$ cat config.mk
export PLATFORM = sky130hd
export DESIGN_NAME = pipeline_hazard_unit
export DESIGN_NICKNAME = d
export VERILOG_FILES = /design/src/rtl/hazard_pkg.sv /design/src/rtl/hazard_sat_counter.sv /design/src/rtl/pipeline_hazard_unit.sv
export SDC_FILE = /design/constraint.sdc
export NUM_CORES = 1
export LEC_CHECK = 0
export ABC_AREA = 1
export ABC_CLOCK_PERIOD_IN_PS = 2300
export CORE_AREA = 5 5 86 88
export CTS_CLUSTER_SIZE = 12
export DETAILED_ROUTE_END_ITERATION = 8
export DIE_AREA = 0 0 91 93
export PLACE_DENSITY = 0.75
export SYNTH_ARGS = -nofsm -noshare
export SYNTH_HDL_FRONTEND = slang
export SYNTH_SLANG_ARGS = --single-unit
$ cat constraint.sdc
create_clock -name Clk -period 2.3 [get_ports Clk]
set_input_delay 0.69 -clock Clk [delete_from_list [all_inputs] [get_ports Clk]]
set_output_delay 0.69 -clock Clk [all_outputs]
set_load 0.01 [all_outputs]
$ cat src/rtl/hazard_pkg.sv
// Shared encodings for the pipeline hazard unit.
//   FWD_*   : select codes for the ALUA/ALUB forward muxes
//   state_t : RUN / STALL states of the load-use stall sequencer
//   FLUSH_* : bit positions inside the Flush vector (IF/ID, ID/EX, EX/MEM)
package hazard_pkg;

  localparam logic [1:0] FWD_RF  = 2'b00;
  localparam logic [1:0] FWD_MEM = 2'b01;
  localparam logic [1:0] FWD_WB  = 2'b10;

  typedef enum logic {
    RUN   = 1'b0,
    STALL = 1'b1
  } state_t;

  localparam int FLUSH_IFID  = 0;
  localparam int FLUSH_IDEX  = 1;
  localparam int FLUSH_EXMEM = 2;

endpackage

$ cat src/rtl/hazard_sat_counter.sv
// Saturating event counter used for the hazard unit performance counters.
// Ports:
//   Clk   in  1      clock, rising edge
//   Reset in  1      synchronous, active-high, clears the count
//   inc   in  1      add one on this clock edge
//   count out CNT_W  current count, holds at all-ones
module hazard_sat_counter #(
  parameter int CNT_W = 16
) (
  input  logic             Clk,
  input  logic             Reset,
  input  logic             inc,
  output logic [CNT_W-1:0] count
);

  always_ff @(posedge Clk) begin
    if (Reset) begin
      count <= '0;
    end else if (inc && (count != '1)) begin
      count <= count + CNT_W'(1);
    end
  end

endmodule

$ cat src/rtl/pipeline_hazard_unit.sv
// Hazard unit for the 5-stage MIPS data path: ALU operand forwarding,
// load-use / no-forward RAW stalls, squash of younger stages on a branch or
// jump resolved in MEM, plus two saturating performance counters.
// Ports:
//   Clk, Reset                 clock (rising edge), synchronous active-high reset
//   ID_Rs, ID_Rt, ID_Uses      sources of the ID instruction and which are read
//   EX_Rs, EX_Rt               sources of the EX instruction
//   EX_RegWrite, EX_MemRead,
//   EX_Rd                      EX destination and its write/load flags
//   M_RegWrite, M_MemRead, M_Rd  MEM destination and its write/load flags
//   WB_RegWrite, WB_Rd         register file write port
//   M_PCSrc                    taken branch/jump resolved in MEM
//   PCWrite, IFID_Write        load enables for PC and IF/ID
//   IDEX_Bubble                insert zeroed control into ID/EX
//   Flush                      per-stage squash (bit0 IF/ID, bit1 ID/EX, bit2 EX/MEM)
//   FwdA, FwdB                 ALU operand forward selects
//   ID_Bypass                  ID sources take WB WriteData
//   StallCycles, FlushEvents   saturating performance counters
module pipeline_hazard_unit
  import hazard_pkg::*;
#(
  parameter int         REG_AW     = 5,
  parameter int         LOAD_LAT   = 1,
  parameter int         ENABLE_FWD = 1,
  parameter logic [2:0] FLUSH_MASK = 3'b111,
  parameter int         CNT_W      = 16
) (
  input  logic              Clk,
  input  logic              Reset,
  input  logic [REG_AW-1:0] ID_Rs,
  input  logic [REG_AW-1:0] ID_Rt,
  input  logic [1:0]        ID_Uses,
  input  logic [REG_AW-1:0] EX_Rs,
  input  logic [REG_AW-1:0] EX_Rt,
  input  logic              EX_RegWrite,
  input  logic              EX_MemRead,
  input  logic [REG_AW-1:0] EX_Rd,
  input  logic              M_RegWrite,
  input  logic              M_MemRead,
  input  logic [REG_AW-1:0] M_Rd,
  input  logic              WB_RegWrite,
  input  logic [REG_AW-1:0] WB_Rd,
  input  logic              M_PCSrc,
  output logic              PCWrite,
  output logic              IFID_Write,
  output logic              IDEX_Bubble,
  output logic [2:0]        Flush,
  output logic [1:0]        FwdA,
  output logic [1:0]        FwdB,
  output logic [1:0]        ID_Bypass,
  output logic [CNT_W-1:0]  StallCycles,
  output logic [CNT_W-1:0]  FlushEvents
);

  localparam int              CW       = $clog2(LOAD_LAT + 1);
  localparam logic [CW-1:0]   CNT_LOAD = CW'(LOAD_LAT - 1);

  // $0 is hard-wired, so a zero destination never produces a dependence.
  function automatic logic reg_match(input logic [REG_AW-1:0] dst,
                                     input logic [REG_AW-1:0] src);
    return (dst != '0) && (dst == src);
  endfunction

  logic [1:0] fwd_a_c, fwd_b_c;
  logic [1:0] bypass_c;
  logic       hz_fwd, hz_nofwd, hz;
  logic       stall;
  state_t     state_q, state_d;
  logic [CW-1:0] cnt_q, cnt_d;

  // MEM wins over WB because it holds the younger result; a load in MEM has
  // no data yet, so it falls through to WB.
  always_comb begin
    fwd_a_c = FWD_RF;
    fwd_b_c = FWD_RF;
    if (M_RegWrite && !M_MemRead && reg_match(M_Rd, EX_Rs)) begin
      fwd_a_c = FWD_MEM;
    end else if (WB_RegWrite && reg_match(WB_Rd, EX_Rs)) begin
      fwd_a_c = FWD_WB;
    end
    if (M_RegWrite && !M_MemRead && reg_match(M_Rd, EX_Rt)) begin
      fwd_b_c = FWD_MEM;
    end else if (WB_RegWrite && reg_match(WB_Rd, EX_Rt)) begin
      fwd_b_c = FWD_WB;
    end
  end

  assign bypass_c[0] = WB_RegWrite && reg_match(WB_Rd, ID_Rs);
  assign bypass_c[1] = WB_RegWrite && reg_match(WB_Rd, ID_Rt);

  // With forwarding only a load in EX is unresolvable; without it any pending
  // writer in EX or MEM blocks the reader until it reaches WB (ID_Bypass then
  // covers the WB case).
  assign hz_fwd =
      (ID_Uses[0] && EX_MemRead && reg_match(EX_Rd, ID_Rs)) ||
      (ID_Uses[1] && EX_MemRead && reg_match(EX_Rd, ID_Rt));

  assign hz_nofwd =
      (ID_Uses[0] && ((EX_RegWrite && reg_match(EX_Rd, ID_Rs)) ||
                      (M_RegWrite  && reg_match(M_Rd,  ID_Rs)))) ||
      (ID_Uses[1] && ((EX_RegWrite && reg_match(EX_Rd, ID_Rt)) ||
                      (M_RegWrite  && reg_match(M_Rd,  ID_Rt))));

  assign hz = (ENABLE_FWD != 0) ? hz_fwd : hz_nofwd;

  always_ff @(posedge Clk) begin
    if (Reset) begin
      state_q <= RUN;
      cnt_q   <= '0;
    end else begin
      state_q <= state_d;
      cnt_q   <= cnt_d;
    end
  end

  // The first stall cycle is issued from RUN; STALL covers the remaining
  // LOAD_LAT-1 cycles. A taken branch kills the stalled instruction anyway,
  // so it cancels any stall in progress.
  always_comb begin
    state_d = state_q;
    cnt_d   = cnt_q;
    stall   = 1'b0;
    if (M_PCSrc) begin
      state_d = RUN;
      cnt_d   = '0;
    end else begin
      case (state_q)
        RUN: begin
          if (hz) begin
            stall = 1'b1;
            if ((ENABLE_FWD != 0) && (LOAD_LAT > 1)) begin
              state_d = STALL;
              cnt_d   = CNT_LOAD;
            end
          end
        end
        STALL: begin
          if (cnt_q != '0) begin
            stall = 1'b1;
            cnt_d = cnt_q - CW'(1);
          end
          if (cnt_q <= CW'(1)) begin
            state_d = RUN;
          end
        end
        default: begin
          state_d = RUN;
          cnt_d   = '0;
        end
      endcase
    end
  end

  always_comb begin
    PCWrite     = 1'b1;
    IFID_Write  = 1'b1;
    IDEX_Bubble = 1'b0;
    Flush       = '0;
    FwdA        = FWD_RF;
    FwdB        = FWD_RF;
    ID_Bypass   = '0;
    if (!Reset) begin
      PCWrite     = !stall;
      IFID_Write  = !stall;
      IDEX_Bubble = stall;
      if (M_PCSrc) begin
        Flush[FLUSH_IFID]  = FLUSH_MASK[FLUSH_IFID];
        Flush[FLUSH_IDEX]  = FLUSH_MASK[FLUSH_IDEX];
        Flush[FLUSH_EXMEM] = FLUSH_MASK[FLUSH_EXMEM];
      end
      if (ENABLE_FWD != 0) begin
        FwdA = fwd_a_c;
        FwdB = fwd_b_c;
      end
      ID_Bypass = bypass_c;
    end
  end

  hazard_sat_counter #(.CNT_W(CNT_W)) u_stall_cnt (
    .Clk   (Clk),
    .Reset (Reset),
    .inc   (IDEX_Bubble),
    .count (StallCycles)
  );

  hazard_sat_counter #(.CNT_W(CNT_W)) u_flush_cnt (
    .Clk   (Clk),
    .Reset (Reset),
    .inc   (M_PCSrc),
    .count (FlushEvents)
  );

endmodule
* After elaboration in Yosys (flattened, before gate mapping) *
Index checks and enable logic that the tools add are counted.

word-level totals
  input bits = 45
  output and inout bits = 44
  register bits = 34

cells by class
  order comparisons = 1
  reduce and logical (&&, ||, !) cells = 29
  muxes and demuxes = 17
  eq/ne operators = 10
  bitwise gates (word level) = 1
  add/sub/neg operators = 3

operators with widths
  cell                     count
  $eq A5 B5 Y1             8
  $add A16 B1 Y16 const B  2
  $ne A16 B16 Y1 const B   2
  $logic_and A1 B1 Y1      21
  $reduce_bool A5 Y1       3
  $mux W2                  7
  $mux W1                  7
  $mux W3                  2
  $reduce_or A3 Y1         1
  $logic_not A1 Y1         2
  $pmux W1 S2              1
  $reduce_or A2 Y1         1
  $le A1 B1 Y1 const B     1
  $logic_or A1 B1 Y1       1
  $not A1 Y1               1
  $sub A1 B1 Y1 const B    1

* Longest topological paths before layout *
Gate-level depths: netlist (run 1).

  word-level depth = 9
  gate-level depth with buffers = 11
  depth with buffers taken out = 11

* Hierarchy *
Synthesis (run 1) repeated with hierarchy kept, for this count alone.

unflattened totals
  cells, all modules = 475
  area total of the unflattened synthesis = 2657.5 µm²

modules (own cells, without submodules)
  module                area an instance (µm²)  cells an instance  times used
  hazard_sat_counter    929.6                   149                2
  pipeline_hazard_unit  798.3                   177                1

* Worst setup path before layout (run 1) *
Ideal clock, no wire load.

  path type = input port to output port
  start = input Reset
  end = output PCWrite
  stages on the path = 7
  data arrival time = 1.750 ns
  buffers on the path = 3
  path slack = -0.140 ns
  cell sequence = clkbuf_1 -> inv_2 -> nand3_1 -> inv_2 -> buf_1 -> nand2_1 -> buf_4

on the way
  word-level cells in the longest chain between the ends = 1

ends and longest elaborated chain
  item             RTL line                    source
  start, declared  pipeline_hazard_unit.sv:29  input logic Reset,
  $mux W1          -
  end, declared    pipeline_hazard_unit.sv:44  output logic PCWrite,

Every way passes these cells.

* Final worst setup path (run 1) *
  start = input M_Rd[2]
  end = output FwdA[0]

on the way
  word-level cells in the longest chain between the ends = 5
  elaborated cells on any way between the ends = 6
  classes of those cells = 1 x eq/ne; 2 x mux; 3 x reduce/logical

ends and longest elaborated chain
  item                                                       RTL line                     source
  start, declared                                            pipeline_hazard_unit.sv:40   input logic [REG_AW-1:0] M_Rd,
  $eq A5 B5 Y1 / $reduce_bool A5 Y1 (equally long branches)  -
  $logic_and A1 B1 Y1 *                                      pipeline_hazard_unit.sv:61   return (dst != '0) && (dst == src);
  $logic_and A1 B1 Y1 *                                      pipeline_hazard_unit.sv:76   if (M_RegWrite && !M_MemRead && reg_match(M_Rd, EX_Rs)) begin
  $mux W2 *                                                  pipeline_hazard_unit.sv:76
  $mux W2 *                                                  pipeline_hazard_unit.sv:162  if (!Reset) begin
  end, declared                                              pipeline_hazard_unit.sv:48   output logic [1:0] FwdA,

Mark *: on every way between the ends. The rest lies on a longest branch, timed or not.

==> impl_metrics.toml, run 1 <==
[critical_path]
cp_slowest_cell = "nor3_2"
crit_buf_inv = 3
cp_common_cell = "buf_4"
critical_path.top_delay_family = "buffers and inverters"
cp-start-kind = "input pin"
rr_endpoint = "u_stall_cnt.count[1]$_SDFFE_PP0P_"
r2r_start = "u_stall_cnt.count[0]$_SDFFE_PP0P_"
slowest_delay_ns = 0.19
crit_fanout = 3
path_cells = "buf_4 > buf_4 > xnor2_2 > o211ai_1 > nor3_2 > buf_2"
end_kind = "output pin"
cp.arrival_ns = 1.58
setup.worst_path.class = "in -> out"
cp.required_ns = 1.61
reg2reg_slack_ns = 0.44
r2r_cells = 10

[cells_and_area]
drive_above_1_share_pct = 28.13
regArea_um2 = 640.6
syn2layout_area_growth_pct = 45.67
fillers = 635
antennaDiodeCount = 0
multi_input_area_mm2 = 0.001874
num-nets-final = 591
finalInstanceArea_mm2 = 0.003835

[logic_synthesis]
synth_cells = 441
ys_warn_count = 0
yosys.area.top_type = "dfxtp_1"
seq_area_frac_synth_pct = 24.33
ys_top_cells_by_area = "dfxtp_1, nand2_1, inv_1, nor2_1, nand4_1"
synth_common_cells = "nand2_1, inv_1, nor2_1, dfxtp_1"
synthArstFlopShare_pct = 0
synth_nets = 488
synth_edf_count = 0
synth.most_common_cell = "nand2_1"
ys_types = 35
ys_ff_latch = 32
synthFlopType = "dfxtp_1"
synth_area_mm2 = 0.002633
synth_top_area_share_pct = 24.33
syn_avg_cell_area_um2 = 5.969

[floorplan]
io_pins = 89
start_util_pct = 40.08
die_x_um = 91
dieHeight_um = 93
rows = 30
design.die.area_mm2 = 0.008463
core_area_mm2 = 0.006569

[timing]
setup_viol = 0
skew_ns = 0.003454
fmax_ghz = 0.4397
rsz0062_at_grt = "yes"
fin_crit_sh_pct = 98.87
worst_pin_slew_ns = 0.4985
fin_crit_ns = 2.274
hold_viol_final = 0
relSlewSlack_pct = 66.51
fin_hold_ws_ns = 0.4954
drv_slew = 0
setup-tns-final_ns = 0

[clock_tree]
htree_levels = 2
clk_latency_ns = 0.28
cts-hold-fix-buffers = 0
clock_path_buffers = 2
cts_buffers = 5
clk_pin_slew_ns = 0.06
cts.sinks = 32
root_buffer = "clkbuf_8"
cts_tree = "done"

[run]
drv_cap = 0

[placed_design]
dp_hpwl_mm = 5.932
place_congestion = 0.9213
placed_area_mm2 = 0.003686
port_buffers = 87

[drt]
routed_wl_mm = 7.979
vias = 3136
drt_iter0_markers = 93
ant_nets = 0
viasPerCell = 5.026
drt_pass1_iterations = 4
wl_per_cell_um = 12.79
drc = 0

[pwr]
p_leak_uw = 0.001626
combPwrFrac_pct = 21.9
switchingPower_uw = 374.6
clockPowerShare_pct = 35.8
p_int_uw = 955.5
power_frac_seq_pct = 42.2
irDropWorstVdd_mv = 0.2818
p_per_area_mw_per_mm2 = 346.8
p_sw_share_pct = 28.16

[min_path]
hold_path_startpoint = "u_flush_cnt.count[0]$_SDFFE_PP0P_"
hp-class = "reg -> reg"
min_path_cells = 1
min_to = "u_flush_cnt.count[0]$_SDFFE_PP0P_"

[grt]
track_usage_pct = 18.67
grt_pass1_vias = 3007
grt_pass1_wl_mm = 13.52
antenna_found_initial = 0
overflow = 0
grt_max_degree = 24

[status]
outcome = "complete, no violations"
stage by stage:
stage / total power, uW / setup WS [ns] / util (%) / instances
final: 1330 / 0.02596 / 58.38 / 624
after global routing: 1398 / -0.01351 / 58.38 / 624
after CTS: 1312 / 0.0004738 / 57.43 / 623
after detailed placement: 846.6 / -0.8370 / 56.11 / 615
after global placement: 843.5 / -0.8084 / 56.11 / 615
after floorplan: 693.4 / -0.01429 / - / 441
cells in the final DEF (no fill, tap or decap), types with 3 or more instances in the layout:
| cell | synthesis | final |
|---|---|---|
| a21oi_1 | 22 | 21 |
| a21oi_2 | 6 | 7 |
| buf_2 | 2 | 22 |
| buf_4 | 4 | 21 |
| buf_6 | 0 | 12 |
| clkbuf_2 | 0 | 16 |
| clkbuf_8 | 0 | 7 |
| clkdlybuf4s15_2 | 0 | 4 |
| clkdlybuf4s50_1 | 0 | 32 |
| dfxtp_1 | 32 | 32 |
| inv_1 | 57 | 36 |
| inv_2 | 3 | 23 |
| nand2_1 | 134 | 127 |
| nand2_2 | 1 | 7 |
| nand3_1 | 25 | 23 |
| nand4_1 | 25 | 25 |
| nor2_1 | 46 | 42 |
| nor2_4 | 2 | 5 |
| nor3_1 | 16 | 12 |
| nor3_2 | 1 | 5 |
| nor3b_1 | 3 | 3 |
| o21ai_0 | 9 | 6 |
| o22ai_1 | 6 | 3 |
| o22ai_2 | 0 | 3 |
| xnor2_1 | 6 | 4 |
| xor2_1 | 15 | 14 |
power groups by stage:
stage | clock network (uW) | registers, uW | logic (uW)
6_report | 476 | 562 | 292
5_1_grt | 514 | 562 | 323
4_1_cts | 485 | 562 | 266
3_5_place_dp | 0 | 574 | 272
3_3_place_gp | 0 | 574 | 269
2_1_floorplan | 0 | 576 | 118
timing repair:
action                                  in CTS  in global routing
endpoints found under the setup margin      12                  9
pin swaps                                   22                 36
buffers inserted                             2                  1
resized for setup                          200                 76
worst max-delay path by stage:
| stage | from | endpoint | slack, ns | cells past startpoint |
|---|---|---|---|---|
| finish | M_Rd[2] | FwdA[0] | 0.03 | 6 |
| global route | M_Rd[3] | FwdA[1] | -0.01 | 9 |
| CTS | EX_Rs[2] | FwdA[1] | 0.0005 | 8 |
| detailed placement | WB_Rd[4] | ID_Bypass[1] | -0.84 | 6 |
| global placement | WB_Rd[2] | FwdB[1] | -0.81 | 7 |
| floorplan | EX_Rd[4] | PCWrite | -0.01 | 9 |
area by class of cell:
type                    count  share of cell area [%]
repair buffers            111                   23.36
clock buffers               7                   2.512
flip-flops and latches     32                   16.70
multi-input cells         334                   48.87
inverters                  60                   5.938
well taps                  80                   2.610
logic make-up (layout without fill, tap and decap cells):
kind of cell	count (synthesis)	after routing	synth area share, %
buffers and inverters	75	178	11.79
xor gates and xnor gates	21	21	6.987
DFF	32	32	24.33
and+or+nand+nor	260	260	44.06
adders and majority gates	2	2	0.9504
AOI/OAI and AO/OA	51	51	11.88
sequential cells by signal, summed over array words and instances (netlist names):
register / count
u_flush_cnt.count: 16
u_stall_cnt.count: 16
layer usage:
layer / global-route usage [%] / vias up / part of all wire (%)
met2: 33.23 / 92 / 50
li1: - / 1642 / -
met5: 0 / - / 0
met1: 22.98 / 1387 / 43
met3: 3.781 / 15 / 4.7
met4: 4.523 / 0 / 1.7
(Power assumes the default switching activity.)
==> run 2, diff against run 1 <==
--- a/config.mk
+++ b/config.mk
@@ -6,12 +6,13 @@
 export NUM_CORES = 1
 export LEC_CHECK = 0
 export ABC_AREA = 1
-export ABC_CLOCK_PERIOD_IN_PS = 2300
+export CAP_MARGIN = 20
 export CORE_AREA = 5 5 86 88
 export CTS_CLUSTER_SIZE = 12
 export DETAILED_ROUTE_END_ITERATION = 8
 export DIE_AREA = 0 0 91 93
 export PLACE_DENSITY = 0.75
+export REMOVE_ABC_BUFFERS = 1
 export SYNTH_ARGS = -nofsm -noshare
 export SYNTH_HDL_FRONTEND = slang
 export SYNTH_SLANG_ARGS = --single-unit
==> run 2 against run 1 <==
Wire length rose by 1.3%. Critical path depth did not move. Core utilization fell by 0.76 points. Power fell by 2.4%. Sequential power barely moved. Register-to-register slack barely moved. Die area did not move. Largest power group unchanged.
==> impl_metrics.toml, run 2 (synthesis results as in run 1) <==
[status]
outcome = "complete, no violations"

[clock_tree]
clk_pin_slew_ns = 0.07
clk_latency_ns = 0.29
clock_path_buffers = 2
cts_tree = "done"
cts.sinks = 32
cts_buffers = 5
cts-hold-fix-buffers = 0
root_buffer = "clkbuf_8"
htree_levels = 2

[timing]
rsz0062_at_grt = "yes"
fmax_ghz = 0.4364
worst_pin_slew_ns = 0.4195
skew_ns = 0.007608
relSlewSlack_pct = 71.82
fin_crit_ns = 2.292
drv_slew = 0
fin_crit_sh_pct = 99.64
setup_viol = 0
hold_viol_final = 0

[pwr]
p_sw_share_pct = 28.93
combPwrFrac_pct = 21.8
p_per_area_mw_per_mm2 = 343.1
clockPowerShare_pct = 34.9
p_leak_uw = 0.001611
power_frac_seq_pct = 43.3
p_int_uw = 923.0
irDropWorstVdd_mv = 0.2856
switchingPower_uw = 375.8

[drt]
ant_nets = 0
drt_pass1_iterations = 4
viasPerCell = 5.054
top_layer = "met4"
wl_per_cell_um = 12.91
dr_wl_met2_mm = 4.161
wl_met3_um = 360
met1_length_mm = 3.477
routed_wl_mm = 8.079
drc = 0
drt_iter0_markers = 109
vias = 3164

[placed_design]
dp_hpwl_mm = 6.109
port_buffers = 87
placed_area_mm2 = 0.003691
place_congestion = 0.8760

[cells_and_area]
finalInstanceArea_mm2 = 0.003785
drive_above_1_share_pct = 25.82
syn2layout_area_growth_pct = 43.77
layout_common_cells = "nand2_1, nor2_1, inv_1"
num-nets-final = 592
mostFrequentLayoutCell = "nand2_1"
final_core_util_pct = 57.62
fillers = 645
antennaDiodeCount = 0
largestRegisters = "u_flush_cnt.count (16), u_stall_cnt.count (16)"

[grt]
grt_max_degree = 19
overflow = 0
track_usage_pct = 19.19
grt_pass1_vias = 3134
grt_pass1_wl_mm = 13.74
antenna_found_initial = 0

[critical_path]
crit_buf_inv = 2
cp.arrival_ns = 1.60
critical_path.top_delay_family = "simple AND/OR/NAND/NOR gates"
cp.required_ns = 1.61
slowest_delay_ns = 0.30
path_cells = "buf_4 > nor3_2 > nand3_2 > o2111ai_2 > nor4_2 > buf_2"
cp-start-kind = "input pin"
setup.worst_path.class = "in -> out"
crit_fanout = 7
cp_slowest_cell = "nor4_2"
end_kind = "output pin"

[floorplan]
die_x_um = 91
io_pins = 89
design.die.area_mm2 = 0.008463
start_util_pct = 40.08
dieHeight_um = 93
core_area_mm2 = 0.006569
rows = 30

[min_path]
hp-class = "reg -> reg"

[run]
drv_cap = 0
## run 2: cell types whose count changed in the layout (fill, tap and decap cells not counted), moves of 3 or more
cell and delta:
inv_2 -3, clkbuf_2 -7, buf_4 +3, buf_2 +5, inv_1 +3
## run 2: final timing paths
path                                        endpoint                               start  slack [ns]  cells after the start
setup reg to reg   u_stall_cnt.count[9]$_SDFFE_PP0P_   u_stall_cnt.count[0]$_SDFFE_PP0P_        0.45                      9
setup / recovery                        ID_Bypass[1]                            WB_Rd[4]       0.008                      6
hold / removal    u_flush_cnt.count[15]$_SDFFE_PP0P_  u_flush_cnt.count[15]$_SDFFE_PP0P_        0.50                      2
hold reg to reg   u_flush_cnt.count[15]$_SDFFE_PP0P_  u_flush_cnt.count[15]$_SDFFE_PP0P_        0.50                      2
## run 2: repair_timing
action | in CTS | in global routing
setup endpoints to repair | 12 | 9
pin swaps | 33 | 27
buffers inserted | 1 | 1
gates resized for setup | 211 | 55
## run 2: through the flow
step | hold slack [ns] | setup TNS [ns] | setup slack, ns | total power [uW] | std cells
after floorplan | 0.4996 | -0.1129 | -0.1129 | 675.8 | 426
after global placement | 0.4838 | -10.63 | -0.9145 | 843.4 | 616
after detailed placement | 0.4963 | -11.07 | -0.9438 | 847.8 | 616
after CTS | 0.5065 | -0.01947 | -0.01488 | 1300 | 625
after global routing | 0.5250 | -0.1418 | -0.05344 | 1368 | 626
final | 0.5034 | 0 | 0.008305 | 1299 | 626
## run 2: cell type report
cell class / count / area (um^2) / area share [%]
Multi-Input combinational cell: 334 / 1824 / 48.20
Timing Repair Buffer: 112 / 899.6 / 23.77
Sequential cell: 32 / 640.6 / 16.93
Inverter: 60 / 227.7 / 6.017
Tap cell: 80 / 100.1 / 2.645
Clock buffer: 6 / 82.58 / 2.182
Clock inverter: 2 / 10.01 / 0.2645
## run 2: power groups by stage
stage               Sequential [uW]  Clock (uW)  Combinational, uW
CTS                             562         468                270
global placement                574           0                269
finish                          562         454                283
detailed placement              574           0                273
floorplan                       576           0                100
global route                    562         495                311
## run 2: worst register-to-register path, stage by stage (launching register included)
cell,delay [ns]
dfxtp_1,0.38
ha_1,0.24
nand2_1,0.13
nor2_4,0.22
nand2_2,0.10
nor2_4,0.11
nand2_4,0.13
nand3_4,0.24
nand2_1,0.10
a21oi_2,0.12
## run 2: per-layer routing
layer  GRT usage (%)  vias to the layer above
met5               0                        -
met4           5.746                        0
met3           4.264                        8
met2           34.44                       69
met1           22.73                     1444
li1                -                     1643
==> run 3, diff against run 2 <==
--- a/config.mk
+++ b/config.mk
@@ -11,7 +11,7 @@
 export CTS_CLUSTER_SIZE = 12
 export DETAILED_ROUTE_END_ITERATION = 8
 export DIE_AREA = 0 0 91 93
-export PLACE_DENSITY = 0.75
+export PLACE_DENSITY = 0.84
 export REMOVE_ABC_BUFFERS = 1
 export SYNTH_ARGS = -nofsm -noshare
 export SYNTH_HDL_FRONTEND = slang
==> run 3 against run 2 <==
Clock power increased by 22%. Wire length increased by 9.6%. Core utilization increased by 2.3 points. Power increased by 10%. Critical path type unchanged. Critical endpoint is now FwdB[1].
==> impl_metrics.toml, run 3 (synthesis results as in run 1) <==
[grt]
grt_max_degree = 19
overflow = 0
grt_pass1_vias = 3181
antenna_found_initial = 0
track_usage_pct = 19.47
grt_pass1_wl_mm = 13.92

[pwr]
p_leak_uw = 0.001654
clockPowerShare_pct = 38.6
p_int_uw = 1021
combPwrFrac_pct = 22.0
power_frac_seq_pct = 39.4
irDropWorstVdd_mv = 0.5864
p_per_area_mw_per_mm2 = 363.2
switchingPower_uw = 407.9
p_sw_share_pct = 28.55

[clock_tree]
clock_path_buffers = 2
root_buffer = "clkbuf_8"
cts-hold-fix-buffers = 0
htree_levels = 2
clk_latency_ns = 0.29
cts_tree = "done"
cts_buffers = 5
cts.sinks = 32
clk_pin_slew_ns = 0.07

[cells_and_area]
layout_common_cells = "nand2_1, inv_1, nor2_1"
num-nets-final = 595
drive_above_1_share_pct = 29.33
fillers = 618
antennaDiodeCount = 0
regArea_um2 = 640.6
final_core_util_pct = 59.89
largestRegisters = "u_flush_cnt.count (16), u_stall_cnt.count (16)"
mostFrequentLayoutCell = "nand2_1"
syn2layout_area_growth_pct = 49.43
multi_input_area_mm2 = 0.001893

[timing]
relSlewSlack_pct = 70.32
hold_viol_final = 0
worst_pin_slew_ns = 0.4418
fin_hold_ws_ns = 0.4987
fmax_ghz = 0.4383
fin_crit_ns = 2.282
fin_crit_sh_pct = 99.20
skew_ns = 0.001922
setup-tns-final_ns = 0
drv_slew = 0
setup_viol = 0

[critical_path]
path_cells = "buf_8 > nor3_4 > nand3_4 > buf_4 > nand4_1 > a21oi_1 > buf_2"
r2r_start = "u_stall_cnt.count[1]$_SDFFE_PP0P_"
cp.required_ns = 1.61
cp.arrival_ns = 1.59
cp-start-kind = "input pin"
rr_endpoint = "u_stall_cnt.count[13]$_SDFFE_PP0P_"
end_kind = "output pin"
setup.worst_path.class = "in -> out"
reg2reg_slack_ns = 0.30
slowest_delay_ns = 0.23
crit_fanout = 6
cp_slowest_cell = "nor3_4"
r2r_cells = 9

[min_path]
hp-class = "reg -> reg"
min_to = "u_flush_cnt.count[14]$_SDFFE_PP0P_"
min_path_cells = 2
hold_path_startpoint = "u_flush_cnt.count[14]$_SDFFE_PP0P_"

[drt]
wl_per_cell_um = 14.08
vias = 3362
viasPerCell = 5.345
ant_nets = 0
drt_pass1_iterations = 5
routed_wl_mm = 8.856
drt_iter0_markers = 146
drc = 0

[floorplan]
start_util_pct = 40.08
io_pins = 89
core_area_mm2 = 0.006569
rows = 30
dieHeight_um = 93
die_x_um = 91
design.die.area_mm2 = 0.008463

[placed_design]
place_congestion = 0.8590
dp_hpwl_mm = 6.371
port_buffers = 87

[status]
outcome = "complete, no violations"

[run]
drv_cap = 0
## run 3: how the worst max path moves through the flow
stage,startpoint,endpoint,slack [ns],cells after the start
global placement,WB_Rd[2],ID_Bypass[1],-0.87,6
CTS,EX_Rs[0],FwdA[0],0.003,5
detailed placement,WB_Rd[2],ID_Bypass[1],-0.92,6
finish,WB_Rd[2],FwdB[1],0.02,7
global route,WB_Rd[2],FwdB[1],-0.02,7
floorplan,EX_Rd[4],IDEX_Bubble,-0.11,8
## run 3: layout make-up
cell class	count	share of cell area (%)
tap	80	2.545
multi-input combinational	334	48.12
clock inverter	3	1.081
clock buffer	5	1.749
timing repair buffer	115	24.11
sequential	32	16.28
inverter	60	6.107
## run 3: power by group through the flow
stage               Combinational [uW]  Clock (uW)  Sequential, uW
floorplan                          100           0             576
global placement                   273           0             574
detailed placement                 280           0             575
CTS                                281         563             562
global route                       342         584             562
finish                             314         552             562
## run 3: through the flow
step | instances | setup WS, ns | power (uW) | cell area (um^2)
floorplan | 426 | -0.1129 | 675.8 | 2547
global placement | 620 | -0.8691 | 847.6 | 3721
detailed placement | 620 | -0.9228 | 854.3 | 3721
CTS | 629 | 0.002868 | 1406 | 3846
global route | 629 | -0.02092 | 1489 | 3934
finish | 629 | 0.01849 | 1429 | 3934
## run 3: metal layers
layer / vias up / GRT usage, % / share of wire (%)
met5: - / 0 / 0
met4: 0 / 5.868 / 2.7
met3: 30 / 4.747 / 7.1
met2: 153 / 35.34 / 51
met1: 1527 / 22.46 / 39
li1: 1652 / - / -
## run 3: what timing repair did
item / 4_1_cts / 5_1_grt
setup endpoints to repair: 12 / 9
pin swaps: 34 / 39
resized for setup: 211 / 88
setup buffers: 2 / 0
## run 3: critical path: cells and delay by family
kind | cells | cell delay, ns
AO/OA/AOI/OAI | 1 | 0.05
buffers and inverters | 3 | 0.42
AND/OR/NAND/NOR | 3 | 0.42
